[config.mk]
export PLATFORM = sky130hd
export DESIGN_NAME = odd_check
export DESIGN_NICKNAME = d
export VERILOG_FILES = /design/src/rtl/odd_check.sv
export SDC_FILE = /design/constraint.sdc
export NUM_CORES = 1
export LEC_CHECK = 0
export CAP_MARGIN = 10
export CORE_AREA = 5 5 42 44
export DETAILED_ROUTE_END_ITERATION = 8
export DIE_AREA = 0 0 47 49
export PLACE_DENSITY_LB_ADDON = 0.15
export SLEW_MARGIN = 0
export SYNTH_ARGS = -nofsm -noshare
export SYNTH_HDL_FRONTEND = slang
export SYNTH_SLANG_ARGS = --single-unit
[constraint.sdc]
create_clock -name clk -period 1.3 [get_ports clk]
set_input_delay 0.26 -clock clk [delete_from_list [all_inputs] [get_ports clk]]
set_output_delay 0.26 -clock clk [all_outputs]
set_load 0.05 [all_outputs]
[src/rtl/odd_check.sv]
// Odd-parity generator plus a registered parity checker with a sticky error flag.
// Define ODD_CHECK_ERR_CNT_EN to add the saturating err_cnt error counter and its port.
module odd_check #(
    parameter int N     = 8,
    parameter int CNT_W = 8
) (
    input  logic             clk,
    input  logic             rst,
    input  logic [N-1:0]     din,
    output logic             dout,
    input  logic             in_valid,
    input  logic             par_in,
    input  logic             clr,
    output logic             out_valid,
    output logic             dout_q,
    output logic             err,
    output logic             err_sticky
`ifdef ODD_CHECK_ERR_CNT_EN
    ,
    output logic [CNT_W-1:0] err_cnt
`endif
);

    logic valid_q, valid_d;
    logic par_q, par_d;
    logic err_q, err_d;
    logic sticky_q, sticky_d;

    // The reduction is left unmasked so X/Z bits on din show up as X on dout.
    assign dout = ~^din;

    always_comb begin
        valid_d  = in_valid;
        par_d    = in_valid ? ~^din : par_q;
        err_d    = in_valid & ~(^din ^ par_in);
        sticky_d = clr ? 1'b0 : (sticky_q | err_d);
    end

    always_ff @(posedge clk) begin
        if (rst) begin
            valid_q  <= 1'b0;
            par_q    <= 1'b0;
            err_q    <= 1'b0;
            sticky_q <= 1'b0;
        end else begin
            valid_q  <= valid_d;
            par_q    <= par_d;
            err_q    <= err_d;
            sticky_q <= sticky_d;
        end
    end

    assign out_valid  = valid_q;
    assign dout_q     = par_q;
    assign err        = err_q;
    assign err_sticky = sticky_q;

`ifdef ODD_CHECK_ERR_CNT_EN
    localparam logic [CNT_W-1:0] CNT_MAX = {CNT_W{1'b1}};

    logic [CNT_W-1:0] cnt_q, cnt_d;

    // clr beats a concurrent error; the counter holds at its ceiling.
    always_comb begin
        cnt_d = cnt_q;
        if (clr)
            cnt_d = '0;
        else if (err_d && (cnt_q != CNT_MAX))
            cnt_d = cnt_q + CNT_W'(1);
    end

    always_ff @(posedge clk) begin
        if (rst)
            cnt_q <= '0;
        else
            cnt_q <= cnt_d;
    end

    assign err_cnt = cnt_q;
`endif

endmodule

### After elaboration in Yosys (flattened, before gate mapping)

Index checks and enable logic that the tools add are counted.
Widths: inputs -> output; s select.

* bits in registers: 4
* input port bits: 13
* output and inout port bits: 5
* word-level logic and storage cells: 11

* bitwise gates (word level): 4
* reductions and logical operators: 3

Operators with widths (count)
* $reduce_xnor 8->1: 1
* $reduce_xor 8->1: 1
* $reduce_or 2->1: 1
* $and 1x1->1: 1
* $not 1->1: 1
* $or 1x1->1: 1
* $xor 1x1->1: 1

### Logic depth before layout (Yosys ltp)

* depth in word-level cells: 5
* depth in mapped cells: 5
* depth with buffers taken out: 5

### Worst setup path after synthesis

Ideal clock, no wire load.

* path kind: input port to flip-flop
* start point: input port din[5]
* end point: register par_q, in the netlist dout_q
* setup time: 68 ps
* data arrival time: 1718 ps
* data required time: 1232 ps
* setup slack: -487 ps
* stages on the path: 5
* path buffers: 0
* path through: xnor2_1 xnor2_1 xnor2_1 mux2i_1 nor2_1

* longest elaborated chain between the ends: 1

Ends and longest elaborated chain
* start: declaration: RTL line 9 `input logic [N-1:0] din,`
* $reduce_xnor 8->1
* via dout: RTL line 10 `output logic dout,`
* end signal: assignment: RTL line 47 `par_q <= par_d;`
* end: declaration: RTL line 25 `logic par_q, par_d;`

The timed path passes the listed nets, and every way through them passes these cells.
A chain may end at the register's enable or synchronous reset.

### Worst setup path after layout

* start point: input port din[2]
* end point: output port dout

* longest elaborated chain between the ends: 1

Ends and longest elaborated chain
* $reduce_xnor 8->1: RTL line 30 `assign dout = ~^din;`
* end: declaration: RTL line 10

Every way passes these cells.

==> run_results.csv <==
group,metric,value,unit
status,status,"finished, violations left",
status,violations,"negative setup slack",
clocking,root_buffer,"clkbuf_4",
timing,fmax,724,MHz
critical_path,critPathMaxStageDelay,0.20,ns
global_route,grt_util_met2,0.0814,
global_route,groute.layer.met1.usage,0.0442,
critical_path,start_kind,"primary input",
critical_path,crit_buf_inv,3,
drt,vias,218,
die,die_y,49,um
global_route,antenna_found_initial,0,
place,dp_cells,52,
drt,first_pass_iters,2,
critical_path,cp_max_fo,2,
synth,yosysWarnings,0,
synth,synth_cells,18,
drt,wirelength,537,um
global_route,grt_max_degree,4,
global_route,grt_use_met3,0.0295,
timing,min_period_over_period,1.06,
synth,synth.distinct_cells,9,
critical_path,crit_required,1.04,ns
power_and_ir_drop,p_leak,0.264,nW
drt,vias_per_cell,3.82,
min_path,hp-class,"register to register",
critical_path,path_common_cell,"xnor2_4",
global_route,busiest_layer,"met2",
drt,drc,0,
clocking,hold_buffers,0,
timing,holdWs,0.539,ns
layout,area_delta_synth_final,201,%
timing,finalSetupViolations,1,
clocking,tritoncts,"done",
drt,post_drt_wl_per_cell,9.42,um
timing,tightestPinTransition,0.300,ns
global_route,grt_pass1_wl,828,um
layout,antenna_cells,0,
die,start_util,0.144,
die,rows,14,
drt,drtIter0Drc,1,
die,coreArea,1400,um2
die,fp.dieW,47,um
critical_path,cp_slowest_cell,"xnor2_4",
timing,fin_ws,-0.0809,ns
timing,finClkSkew,0,ns
job,drv_cap,0,
timing,min_period,1.38,ns
power_and_ir_drop,ir_worst_vdd,0.543,mV
clocking,clock_path_buffers,2,
clocking,clk_pin_slew,0.03,ns
global_route,grt_pass1_vias,242,
critical_path,path_delay_family,"XOR/XNOR gates",
critical_path,critical_path_class,"primary input to output port",
synth,syn_nets,31,
synth,synth_seq_area_share,0.398,
place,place_congestion,0.708,
timing,slew_headroom,0.799,
layout,drive_above_1_share,0.683,
layout,num-fill-cells,141,
critical_path,crit_chain,"buf_8 > xnor2_4 > xnor2_4 > buf_12 > xnor2_4 > buf_12",
clocking,clock_latency,0.23,ns
place,dp_hpwl,492,um
layout,final_nets,56,
clocking,numCtsBuffers,3,
critical_path,arrival,1.12,ns
layout,stdcell_count,57,
place,io_buffers,17,
timing,slew_viol_final,0,
clocking,htreeDepth,1,
drt,ant_nets,0,
clocking,cts_sinks,4,
synth,avgSynthCellArea,11.2,um2
global_route,grt_overflow_total,0,
power_and_ir_drop,power_density,1300,nW/um2
place,place_ws,-0.587,ns
die,ios,18,
die,dieArea,2300,um2
timing,rsz0062_at_grt,"yes",
global_route,grt_use_total,0.0536,
timing,hold_violations,0,
synth,ys_ff_latch,4,
critical_path,cp-end-kind,"output port",
synth,synth_area,201,um2
cells by family (layout without fill, tap and decap cells):
kind of cell / after synthesis / count (layout) / synth area share
xor+xnor: 8 / 8 / 0.416
flops: 4 / 4 / 0.398
simple gates: 4 / 4 / 0.112
compound gates: 1 / 1 / 0.0248
mux: 1 / 1 / 0.0497
buf+inv: 0 / 23 / 0
Yosys cell counts:
library cell  n  area share
xnor3_1       1        0.11
nor3_1        1       0.025
a21oi_1       1       0.025
nor2_1        1       0.019
mux2i_1       1       0.050
nor2b_1       1       0.031
dfxtp_1       4        0.40
and2_2        1       0.037
xnor2_1       7        0.30
placed cells by master, fill, tap and decap left out:
master / synthesis / routed
buf_12: 0 / 6
nor2b_1: 1 / 1
buf_4: 0 / 2
buf_2: 0 / 2
buf_8: 0 / 2
xnor3_1: 1 / 1
and2_4: 0 / 1
clkdlybuf4s50_1: 0 / 4
dfxtp_1: 4 / 4
clkbuf_4: 0 / 3
a21oi_2: 0 / 1
mux2i_1: 1 / 1
xnor2_4: 0 / 4
nor3_1: 1 / 1
buf_6: 0 / 4
nor2_1: 1 / 1
xnor2_2: 0 / 3
through the flow:
stage / total power, mW / util / area, um2 / TNS, ns
after floorplan: 0.397 / - / 284 / -0.000435
after global placement: 0.608 / 0.388 / 544 / -1.99
after detailed placement: 0.613 / 0.388 / 544 / -2.13
after CTS: 0.796 / 0.427 / 598 / -0.0929
after global routing: 0.829 / 0.433 / 607 / -0.171
final: 0.788 / 0.433 / 607 / -0.0809
worst min-delay path: stages (launching register included):
cell,delay [ns]
dfxtp_1,0.33
a21oi_2,0.11
nor3_1,0.05
worst paths after layout:
path                            startpoint         end  slack [ns]  cells after the start
worst max-delay path                din[2]        dout       -0.08                      6
worst min-delay path            err_sticky  err_sticky        0.54                      2
worst max register to register  err_sticky  err_sticky        0.64                      2
worst min register to register  err_sticky  err_sticky        0.54                      2
registers in the layout (all words and copies together) (netlist names):
name and count:
dout_q 1, err 1, err_sticky 1, out_valid 1
cell type report:
class / count / area, um2 / share of cell area
Clock buffer: 3 / 22.5 / 0.0371
Tap cell: 16 / 20.0 / 0.0330
Multi-Input combinational cell: 14 / 224 / 0.369
Timing Repair Buffer: 20 / 260 / 0.429
Sequential cell: 4 / 80.1 / 0.132
timing repair:
action                                 4_1_cts  5_1_grt
resized for setup                           45        3
endpoints found under the hold margin        0        0
setup buffers                                2        0
pin swaps                                    7        1
setup endpoints to repair                    4        3
layer usage:
layer / wire length (um) / vias up
li1: - / 105
met1: 151 / 93
met2: 250 / 18
met3: 129 / 2
met4: 5 / 0
met5: 0 / -
where the power goes:
part	total (mW)	leakage [nW]	switching [mW]	internal, mW
clock network	0.148	0.0138	0.0450	0.103
registers	0.153	0.0330	0.0145	0.139
logic	0.487	0.217	0.204	0.283
Power figures use the tool's default switching activity.
